[config.mk]
export PLATFORM = sky130hd
export DESIGN_NAME = dispatch_unit
export DESIGN_NICKNAME = d
export VERILOG_FILES = /design/src/rtl/dispatch_unit.sv
export SDC_FILE = /design/constraint.sdc
export NUM_CORES = 2
export LEC_CHECK = 0
export CORE_ASPECT_RATIO = 0.75
export CORE_MARGIN = 4
export CORE_UTILIZATION = 55
export CTS_BUF_LIST = sky130_fd_sc_hd__clkbuf_16
export CTS_CLUSTER_SIZE = 14
export DETAILED_ROUTE_END_ITERATION = 16
export PLACE_DENSITY = 0.82
export SYNTH_ARGS = -nofsm -noshare
export SYNTH_HDL_FRONTEND = slang
export SYNTH_SLANG_ARGS = --single-unit
export TNS_END_PERCENT = 30
[constraint.sdc]
create_clock -name clk -period 10.1 [get_ports clk]
set_input_delay 1.01 -clock clk [delete_from_list [all_inputs] [get_ports clk]]
set_output_delay 1.01 -clock clk [all_outputs]
set_load 0.02 [all_outputs]
[src/rtl/dispatch_unit.sv]
// -----------------------------------------------------------------------------
// dispatch_unit
//
// Producer side of the reservation-station dispatch interface. Takes one
// decoded instruction per cycle, renames its sources against a register-status
// table, allocates a 3-bit result tag and drives a registered packet into the
// RS. ALU/memory broadcast buses and the commit port are snooped so operands
// already produced travel as values rather than tags.
//
// Optional build macro:
//   DISPATCH_PERF_CNT_EN - enables the stall_rs_cnt / stall_tag_cnt counters.
//                          When undefined both ports are tied to zero.
//
// Ports:
//   clk, rst            clock, synchronous active-low reset
//   inst_*              decoded instruction in, inst_ready handshake out
//   rs_full             RS back-pressure
//   alu_*/memory_*      result broadcast buses (tag 0 = idle)
//   commit_valid/tag    retire one tag per cycle
//   flush               squash all in-flight state (regfile kept)
//   op..is_branch       registered dispatch packet to the RS
//   stall_*_cnt         performance counters
// -----------------------------------------------------------------------------
module dispatch_unit #(
  parameter int         NUM_TAGS = 7,
  parameter logic [4:0] NOP_OP   = 5'b11111
) (
  input  logic        clk,
  input  logic        rst,
  input  logic        inst_valid,
  output logic        inst_ready,
  input  logic [4:0]  inst_op,
  input  logic [4:0]  inst_rd,
  input  logic [4:0]  inst_rs1,
  input  logic [4:0]  inst_rs2,
  input  logic        inst_uses_rs2,
  input  logic        inst_writes_rd,
  input  logic [31:0] inst_imm,
  input  logic        inst_is_branch,
  input  logic        rs_full,
  input  logic [2:0]  alu_des_in,
  input  logic [2:0]  memory_des_in,
  input  logic [31:0] alu_data,
  input  logic [31:0] memory_data,
  input  logic        commit_valid,
  input  logic [2:0]  commit_tag,
  input  logic        flush,
  output logic [4:0]  op,
  output logic [31:0] value1,
  output logic [31:0] value2,
  output logic [31:0] imm,
  output logic [2:0]  query1,
  output logic [2:0]  query2,
  output logic [2:0]  des,
  output logic        is_branch,
  output logic [31:0] stall_rs_cnt,
  output logic [31:0] stall_tag_cnt
);

  localparam int TW = 3;
  localparam int NT = 1 << TW;

  typedef struct packed {
    logic [TW-1:0] q;
    logic [31:0]   v;
  } opnd_t;

  // Tag table (index 0 is never allocated)
  logic [NT-1:0] busy_q, busy_d;
  logic [NT-1:0] wr_q, wr_d;
  logic [NT-1:0] rv_q, rv_d;
  logic [4:0]    trd_q [NT];
  logic [4:0]    trd_d [NT];
  logic [31:0]   res_q [NT];
  logic [31:0]   res_d [NT];

  // Register status and architectural register file
  logic [TW-1:0] reg_tag_q [32];
  logic [TW-1:0] reg_tag_d [32];
  logic [31:0]   rf_q [32];
  logic [31:0]   rf_d [32];

  // Output packet registers
  logic [4:0]    op_q, op_d;
  logic [31:0]   value1_q, value1_d, value2_q, value2_d, imm_q, imm_d;
  logic [TW-1:0] query1_q, query1_d, query2_q, query2_d, des_q, des_d;
  logic          br_q, br_d;

  logic [TW-1:0] free_tag;
  logic          tag_avail;
  logic          accept;
  logic          commit_hit;
  logic [TW-1:0] src1_tag, src2_tag;
  opnd_t         opnd1, opnd2;

  // Lowest-numbered free tag; only the registered busy state is consulted so a
  // tag freed by commit becomes allocatable one cycle later.
  always_comb begin
    free_tag  = '0;
    tag_avail = 1'b0;
    for (int i = NUM_TAGS; i >= 1; i--) begin
      if (!busy_q[i]) begin
        free_tag  = TW'(i);
        tag_avail = 1'b1;
      end
    end
  end

  assign inst_ready = rst & ~rs_full & ~flush & tag_avail;
  assign accept     = inst_valid & inst_ready;
  assign commit_hit = commit_valid & (commit_tag != '0) & busy_q[commit_tag];

  function automatic opnd_t resolve(input logic [4:0]    rs,
                                    input logic [TW-1:0] tag,
                                    input logic [31:0]   rf_val,
                                    input logic          rv,
                                    input logic [31:0]   stored);
    opnd_t r;
    r = '0;
    if (rs == 5'd0) begin
      r = '0;
    end else if (tag == '0) begin
      r.v = rf_val;
    end else if (rv) begin
      r.v = stored;
    end else if ((alu_des_in != '0) && (alu_des_in == tag)) begin
      r.v = alu_data;
    end else if ((memory_des_in != '0) && (memory_des_in == tag)) begin
      r.v = memory_data;
    end else if (commit_valid && (commit_tag == tag)) begin
      r.v = stored;
    end else begin
      r.q = tag;
    end
    return r;
  endfunction

  assign src1_tag = reg_tag_q[inst_rs1];
  assign src2_tag = reg_tag_q[inst_rs2];
  assign opnd1 = resolve(inst_rs1, src1_tag, rf_q[inst_rs1], rv_q[src1_tag], res_q[src1_tag]);
  assign opnd2 = resolve(inst_rs2, src2_tag, rf_q[inst_rs2], rv_q[src2_tag], res_q[src2_tag]);

  // Table next-state. Order matters: broadcast capture, then commit, then the
  // new allocation (so a same-cycle dispatch to the committed rd keeps its
  // rename), and flush overrides all of it.
  always_comb begin
    busy_d    = busy_q;
    wr_d      = wr_q;
    rv_d      = rv_q;
    trd_d     = trd_q;
    res_d     = res_q;
    reg_tag_d = reg_tag_q;
    rf_d      = rf_q;

    if ((alu_des_in != '0) && busy_q[alu_des_in]) begin
      rv_d[alu_des_in]  = 1'b1;
      res_d[alu_des_in] = alu_data;
    end
    if ((memory_des_in != '0) && busy_q[memory_des_in]) begin
      rv_d[memory_des_in]  = 1'b1;
      res_d[memory_des_in] = memory_data;
    end

    if (commit_hit) begin
      if (wr_q[commit_tag] && (trd_q[commit_tag] != 5'd0)) begin
        rf_d[trd_q[commit_tag]] = res_q[commit_tag];
        if (reg_tag_q[trd_q[commit_tag]] == commit_tag) begin
          reg_tag_d[trd_q[commit_tag]] = '0;
        end
      end
      busy_d[commit_tag] = 1'b0;
      rv_d[commit_tag]   = 1'b0;
    end

    if (accept) begin
      busy_d[free_tag] = 1'b1;
      wr_d[free_tag]   = inst_writes_rd;
      trd_d[free_tag]  = inst_rd;
      rv_d[free_tag]   = 1'b0;
      if (inst_writes_rd && (inst_rd != 5'd0)) begin
        reg_tag_d[inst_rd] = free_tag;
      end
    end

    if (flush) begin
      busy_d = '0;
      rv_d   = '0;
      rf_d   = rf_q;
      for (int i = 0; i < 32; i++) begin
        reg_tag_d[i] = '0;
      end
    end
  end

  // Packet next-state; imm follows inst_imm every cycle.
  always_comb begin
    op_d     = NOP_OP;
    value1_d = '0;
    value2_d = '0;
    query1_d = '0;
    query2_d = '0;
    des_d    = '0;
    br_d     = 1'b0;
    imm_d    = inst_imm;
    if (accept) begin
      op_d     = inst_op;
      des_d    = free_tag;
      br_d     = inst_is_branch;
      value1_d = opnd1.v;
      query1_d = opnd1.q;
      if (inst_uses_rs2) begin
        value2_d = opnd2.v;
        query2_d = opnd2.q;
      end else begin
        value2_d = inst_imm;
        query2_d = '0;
      end
    end
  end

  always_ff @(posedge clk) begin
    if (!rst) begin
      busy_q   <= '0;
      wr_q     <= '0;
      rv_q     <= '0;
      for (int i = 0; i < NT; i++) begin
        trd_q[i] <= '0;
        res_q[i] <= '0;
      end
      for (int i = 0; i < 32; i++) begin
        reg_tag_q[i] <= '0;
        rf_q[i]      <= '0;
      end
      op_q     <= NOP_OP;
      value1_q <= '0;
      value2_q <= '0;
      imm_q    <= '0;
      query1_q <= '0;
      query2_q <= '0;
      des_q    <= '0;
      br_q     <= 1'b0;
    end else begin
      busy_q    <= busy_d;
      wr_q      <= wr_d;
      rv_q      <= rv_d;
      trd_q     <= trd_d;
      res_q     <= res_d;
      reg_tag_q <= reg_tag_d;
      rf_q      <= rf_d;
      op_q      <= op_d;
      value1_q  <= value1_d;
      value2_q  <= value2_d;
      imm_q     <= imm_d;
      query1_q  <= query1_d;
      query2_q  <= query2_d;
      des_q     <= des_d;
      br_q      <= br_d;
    end
  end

  assign op        = op_q;
  assign value1    = value1_q;
  assign value2    = value2_q;
  assign imm       = imm_q;
  assign query1    = query1_q;
  assign query2    = query2_q;
  assign des       = des_q;
  assign is_branch = br_q;

`ifdef DISPATCH_PERF_CNT_EN
  logic [31:0] stall_rs_q, stall_tag_q;

  always_ff @(posedge clk) begin
    if (!rst || flush) begin
      stall_rs_q  <= '0;
      stall_tag_q <= '0;
    end else begin
      if (inst_valid && rs_full && (stall_rs_q != 32'hFFFF_FFFF)) begin
        stall_rs_q <= stall_rs_q + 32'd1;
      end
      if (inst_valid && !rs_full && !tag_avail && (stall_tag_q != 32'hFFFF_FFFF)) begin
        stall_tag_q <= stall_tag_q + 32'd1;
      end
    end
  end

  assign stall_rs_cnt  = stall_rs_q;
  assign stall_tag_cnt = stall_tag_q;
`else
  assign stall_rs_cnt  = '0;
  assign stall_tag_cnt = '0;
`endif

endmodule

=== After elaboration in Yosys (flattened, before gate mapping) ===
Index checks and enable logic that the tools add are counted.

* Order comparisons: 25
* Equal/unequal tests: 7
* Mux-type cells: 104
* Bitwise gates (word level): 31
* Reduce and logical (&&, ||, !) cells: 34

{| class="wikitable"
|+ Operator list
! operator !! count
|-
| 1024-bit bitwise mux || 1
|-
| 32-bit 2-to-1 mux || 25
|-
| 256-bit bitwise mux || 2
|-
| 256-bit 2-to-1 mux || 2
|-
| 96-bit 2-to-1 mux || 5
|-
| 32-bit binary-select mux with 5-bit select || 2
|-
| 32-bit binary-select mux with 3-bit select || 3
|-
| 32-bit demux with 3-bit select || 2
|-
| 32-bit demux with 5-bit select || 1
|-
| 96-bit AND || 1
|-
| 96-bit bitwise mux || 1
|-
| 96-bit inverter || 1
|-
| 8-bit 2-to-1 mux || 6
|-
| 3-bit binary-select mux with 5-bit select || 3
|-
| 3-bit 2-to-1 mux || 15
|-
| 40-bit bitwise mux || 1
|-
| 3-bit demux with 5-bit select || 2
|-
| 8-bit AND || 3
|-
| 4-bit greater-or-equal comparator (second input constant) || 6
|-
| 6-bit greater-or-equal comparator (second input constant) || 4
|-
| 3-bit by 4-bit less-than comparator with 1-bit output (second input constant) || 6
|-
| 3-bit inverter with 4-bit output || 6
|-
| 5-bit inverter with 6-bit output || 4
|-
| 8-bit bitwise OR || 3
|-
| other kinds (25) || 96
|}

* Register bits: 1,551
* Output and inout port bits: 176
* Logic and storage cells: 292

=== Depth between registers and ports, before layout ===
* Depth after elaboration: 17
* Depth in mapped cells: 16
* Mapped depth without buffers: 10

=== Worst setup path after synthesis ===
OpenSTA, ideal clock, no wires.

* Path type: input -> register
* Start point: input inst_rs2[0]
* End point: register value2_q[21] (netlist: value2[21])
* Library setup time: 0.128 ns
* Arrival: 4.064 ns
* Data required time: 9.972 ns
* Path slack: 5.909 ns
* Cell stages on the path: 14
* Buffers on the path: 5
* Cell sequence: buf_2 -> buf_6 -> buf_2 -> mux2i_1 -> o221ai_1 -> a31oi_1 -> o22ai_1 -> clkbuf_1 -> clkbuf_1 -> mux2_2 -> o211ai_1 -> o21ai_0 -> a2111oi_0 -> nor2_1

* Longest elaborated chain between the ends: 15

{| class="wikitable"
|+ RTL lines
! element !! line !! source
|-
| start: declaration || 35 || <nowiki>input logic [4:0] inst_rs2,</nowiki>
|-
| 5-bit inverter with 6-bit output (not written as such) || 139, 141 ||
|-
| 3-bit binary-select mux with 5-bit select || 139 || <nowiki>assign src2_tag = reg_tag_q[inst_rs2];</nowiki>
|-
| 3-bit 2-to-1 mux (not written as such) (2 in a row) || 139 ||
|-
| 3-bit inverter with 4-bit output (not written as such) || 141 || <nowiki>assign opnd2 = resolve(inst_rs2, src2_tag, rf_q[inst_rs2], rv_q[src2_tag], res_q[src2_tag]);</nowiki>
|-
| 32-bit binary-select mux with 3-bit select || 141 ||
|-
| 32-bit 2-to-1 mux (not written as such) (2 in a row) || 141 ||
|-
| 32-bit 2-to-1 mux || 130 || <nowiki>end else if (commit_valid && (commit_tag == tag)) begin</nowiki>
|-
| 32-bit 2-to-1 mux || 128 || <nowiki>end else if ((memory_des_in != '0) && (memory_des_in == tag)) begin</nowiki>
|-
| 32-bit 2-to-1 mux || 126 || <nowiki>end else if ((alu_des_in != '0) && (alu_des_in == tag)) begin</nowiki>
|-
| 32-bit 2-to-1 mux || 124 || <nowiki>end else if (rv) begin</nowiki>
|-
| 32-bit 2-to-1 mux || 122 || <nowiki>end else if (tag == '0) begin</nowiki>
|-
| 32-bit 2-to-1 mux (*) || 120 || <nowiki>if (rs == 5'd0) begin</nowiki>
|-
| 32-bit 2-to-1 mux (*) || 211 || <nowiki>if (inst_uses_rs2) begin</nowiki>
|-
| end signal: assignment || 252 || <nowiki>value2_q <= value2_d;</nowiki>
|-
| end: declaration || 85 || <nowiki>logic [31:0] value1_q, value1_d, value2_q, value2_d, imm_q, imm_d;</nowiki>
|}

Every way passes the cells marked *; elsewhere a longest branch is shown, timed or not. The select of a mux whose other input is x is not followed.
A chain may end at the register's enable or synchronous reset.

=== Worst setup path after layout ===
* Start point: input commit_tag[0]
* End point: register reg_tag_q[87] in the netlist's numbering

* Longest elaborated chain between the ends: 17

{| class="wikitable"
|+ RTL lines
! element !! line !! source
|-
| start: declaration || 46 || <nowiki>input logic [2:0] commit_tag,</nowiki>
|-
| 3-bit inverter with 4-bit output (not written as such) || 165, 167, 168 ||
|-
| 5-bit binary-select mux with 3-bit select || 165, 167, 168 ||
|-
| 5-bit 2-to-1 mux (not written as such) (2 in a row) || 165, 167, 168 ||
|-
| 5-bit inverter with 6-bit output (not written as such) || 167, 168 ||
|-
| 6-bit greater-or-equal comparator (not written as such) / 6-bit by 1-bit less-than comparator with 1-bit output (equally long branches) || 168 || <nowiki>reg_tag_d[trd_q[commit_tag]] = '0;</nowiki>
|-
| 1-bit logical AND (not written as such) || 168 ||
|-
| 3-bit 2-to-1 mux (not written as such) || 168 ||
|-
| 3-bit demux with 5-bit select || 168 ||
|-
| 96-bit inverter (no source line) || -- ||
|-
| 96-bit AND (no source line) || -- ||
|-
| 96-bit 2-to-1 mux || 167 || <nowiki>if (reg_tag_q[trd_q[commit_tag]] == commit_tag) begin</nowiki>
|-
| 96-bit 2-to-1 mux || 165 || <nowiki>if (wr_q[commit_tag] && (trd_q[commit_tag] != 5'd0)) begin</nowiki>
|-
| 96-bit 2-to-1 mux (*) || 164 || <nowiki>if (commit_hit) begin</nowiki>
|-
| 96-bit bitwise mux || 181 || <nowiki>reg_tag_d[inst_rd] = free_tag;</nowiki>
|-
| 96-bit 2-to-1 mux || 180 || <nowiki>if (inst_writes_rd && (inst_rd != 5'd0)) begin</nowiki>
|-
| 96-bit 2-to-1 mux (*) || 175 || <nowiki>if (accept) begin</nowiki>
|-
| end signal: assignment || 248 || <nowiki>reg_tag_q <= reg_tag_d;</nowiki>
|-
| end: declaration || 78 || <nowiki>logic [TW-1:0] reg_tag_q [32];</nowiki>
|}

Marked as above.

==> results by group <==
Layout
  • Fraction of layout instances using a drive strength above 1: 16.5%
  • Most common cell after layout, fill and taps aside: sky130_fd_sc_hd__dfxtp_1
  • Fin nets: 8,009
  • Count of filler cells inserted in the layout: 12,300
  • End-of-flow core utilization: 60.4%
  • Post-route standard cell area excluding fillers: 93,700 µm²
  • Synthesis-to-finish area growth: 8.90%
  • Total area of sequential cells: 31,000 µm²
  • Commonest cells after routing, fill and taps aside: 1,550 x sky130_fd_sc_hd__dfxtp_1, 1,501 x sky130_fd_sc_hd__nand2_1, 1,217 x sky130_fd_sc_hd__o211a_1, 699 x sky130_fd_sc_hd__mux4_2, 638 x sky130_fd_sc_hd__mux2i_1
  • Area occupied by multi-input gates: 51,600 µm²

Drt
  • Drt drc: 0
  • Number of detailed-route iterations in the first pass: 9
  • Number of vias per cell: 7.35
  • Total wire length after detailed routing: 307,000 µm
  • Via count: 74,300
  • Final routed wire length divided by cell count: 30.4 µm
  • Count of nets left with antenna violations after detail routing: 0
  • Number of DRC violations after detailed-routing iteration 0: 12,300

Clock tree
  • Clock latency reported for the late side of the worst-skew pair: 0.85 ns
  • Count of cells resized by post-cts repair: 0
  • H-tree level count: 4
  • Reg clk slew, reported paths: 0.06 ns
  • Clock tree from TritonCTS: done
  • Longest Clk Path Bufs: 3
  • Clock tree root buffer cell: sky130_fd_sc_hd__clkbuf_16
  • Number of buffers created by CTS: 148
  • Post-CTS Hold Fix Bufs: 0
  • Total clock sinks: 1,550
  • Total setup buffers inserted after CTS: 0

Floorplanning
  • Die area: 163,000 µm²
  • Total I/O pin count: 310
  • Count of standard-cell rows: 125
  • Floorplan core area: 155,000 µm²
  • Vertical die dimension: 351 µm
  • Initial core utilization: 55.5%
  • Die W: 465 µm

STA
  • Fin crit share: 57.0%
  • Peak clock frequency supported by timing: 174 MHz
  • Worst-case headroom to the max-slew limit: 8.73%
  • Unrepaired setup endpoints after global routing: false
  • Final setup skew: 0.0473 ns
  • Post-route minimum period: 5.76 ns
  • Minimum hold slack: 0.465 ns
  • Setup violation total in the final timing report: 0
  • Count of pins over their slew limit: 0
  • Setup tns final: 0 ns
  • Slew at the pin closest to its max-slew limit: 1.36 ns
  • Hold Vio Cnt, Final: 0

Place
  • Half-perimeter wire length of the detailed placement result: 184,000 µm
  • Number of input and output port buffers inserted: 245
  • Placed instance area: 89,000 µm²
  • GP Congestion: 1.01

GRT
  • GR Util met3: 13.9%
  • Pin count of the biggest net entering global routing: 135
  • First-pass GRT wire length: 450,000 µm
  • Met2 global-route usage: 51.7%
  • Via count of the first global-routing pass: 70,700
  • Total congestion overflow after global routing: 0
  • Global routing's busiest layer: met2
  • Antenna violations before repair: 33
  • Combined global-route utilization of all metal layers: 36.1%
  • Met1 layer usage reported by global route: 46.3%

Setup path
  • Worst path required time: 10.74 ns
  • Crit start category: primary input
  • Critical setup path kind: in2reg
  • Worst-path fanout max: 47
  • Data arrival, critical path: 6.39 ns
  • CP Capture Type: register

Power
  • Pleak: 47.8 nW
  • Ratio of total power to cell area: 136 nW/µm²
  • Maximum resistive drop on vdd: 0.000206 V

Yosys
  • Seq cells post-synth: 1,550
  • Distinct cell type count of the synthesized netlist: 78
  • Sequential cell area fraction in the yosys report: 36.0%
  • EDFF count, synth: 0
  • Proportion of register bits with asynchronous set or reset after synthesis: 0%
  • Cells after Synth: 8,304
  • Mapped Avg Cell Area: 10.4 µm²
  • Dominant register cell in the synthesized netlist: sky130_fd_sc_hd__dfxtp_1
  • Total of warnings raised by yosys: 0
  • Post-Synthesis Cell Area: 86,100 µm²

Job
  • Number of max-cap violations: 0

Run status
  • Result of the run: finished, final reports clean

Min path
  • HP Class: reg2reg
layer usage:
| layer | part of all wire, % | vias up |
|---|---|---|
| met2 | 41 | 6143 |
| met4 | 6.6 | 38 |
| met3 | 16 | 1389 |
| li1 | - | 30300 |
| met1 | 36 | 36500 |
| met5 | 0.081 | - |
through the flow:
| stage | std cells | power (mW) | setup WS (ns) |
|---|---|---|---|
| floorplan | 8367 | 6.93 | 5.91 |
| global placement | 9820 | 7.24 | 3.92 |
| detailed placement | 9820 | 7.25 | 3.80 |
| CTS | 10100 | 12.6 | 4.69 |
| global route | 10100 | 13.0 | 4.37 |
| finish | 10100 | 12.7 | 4.34 |
cell type report:
type	count	area share [%]
Inverter	17	0.0761
Sequential cell	1550	33.1
Antenna cell	19	0.0507
Timing Repair Buffer	401	3.89
Clock buffer	151	4.03
Clock inverter	119	0.957
Tap cell	2095	2.80
Multi-Input combinational cell	5757	55.1
Yosys cell counts, drive strengths merged (6+ instances only):
master,instances,area share [%]
o22ai,31,0.23
nand2b,21,0.15
nand4,29,0.21
dfxtp,1550,36
xor2,7,0.071
nor4,7,0.13
a211oi,7,0.087
nor2b,81,0.59
a21oi,54,0.31
o221ai,56,0.57
a221oi,32,0.33
inv,14,0.061
o31ai,17,0.15
a22o,33,0.34
o211ai,32,0.28
and2,111,0.81
a222oi,6,0.070
clkbuf,783,3.4
mux2i,673,7.8
o21ai,272,1.6
mux4,699,18
nor3,17,0.099
a21boi,38,0.33
a41oi,48,0.49
and3,11,0.080
nand3,178,1.0
xnor2,9,0.11
a2111oi,34,0.39
o211a,1217,14
a31oi,51,0.37
nor2,238,1.0
buf,260,1.6
nand3b,6,0.052
nand2,1501,6.5
mux2,129,1.7
cell families after synthesis:
| family | Yosys count | share of synthesized area (%) |
|---|---|---|
| AND/OR/NAND/NOR | 2225 | 11.0 |
| AO/OA/AOI/OAI | 1951 | 19.9 |
| flip-flops | 1550 | 36.0 |
| multiplexers | 1501 | 27.8 |
| buffers and inverters | 1060 | 5.08 |
| XOR/XNOR | 16 | 0.185 |
| other | 1 | 0.00436 |
worst paths after layout:
kind         cells after the start            end          start  slack, ns
min reg2reg                      1      trd_q[37]      trd_q[37]       0.46
min                              1      trd_q[37]      trd_q[37]       0.46
max                             11  reg_tag_q[87]  commit_tag[0]       4.34
max reg2reg                     10  reg_tag_q[87]      trd_q[32]       4.90
registers in the layout, indices dropped and copies added, names as in the netlist:
register	cells
rf_q	1024
wr_q	8
value1	32
is_branch	1
query1	3
value2	32
des	3
trd_q	40
op	5
imm	32
res_q	256
query2	3
reg_tag_q	96
busy_q	7
rv_q	8
worst max-delay path: stages:
cell                       delay (ns)
sky130_fd_sc_hd__buf_6           0.53
sky130_fd_sc_hd__mux4_2          0.66
sky130_fd_sc_hd__nand2b_1        0.17
sky130_fd_sc_hd__o21ai_1         1.03
sky130_fd_sc_hd__nand3_1         0.16
sky130_fd_sc_hd__nand4_1         0.22
sky130_fd_sc_hd__nand4_1         0.24
sky130_fd_sc_hd__xor2_1          0.20
sky130_fd_sc_hd__or3b_1          0.65
sky130_fd_sc_hd__nor4_4          1.20
sky130_fd_sc_hd__o221ai_1        0.29
where the power goes:
part | total [mW] | internal, mW | switching, mW
Sequential | 6.13 | 6.12 | 0.0105
Clock | 5.57 | 2.95 | 2.62
Combinational | 1.02 | 0.322 | 0.700
(Power assumes the default switching activity.)
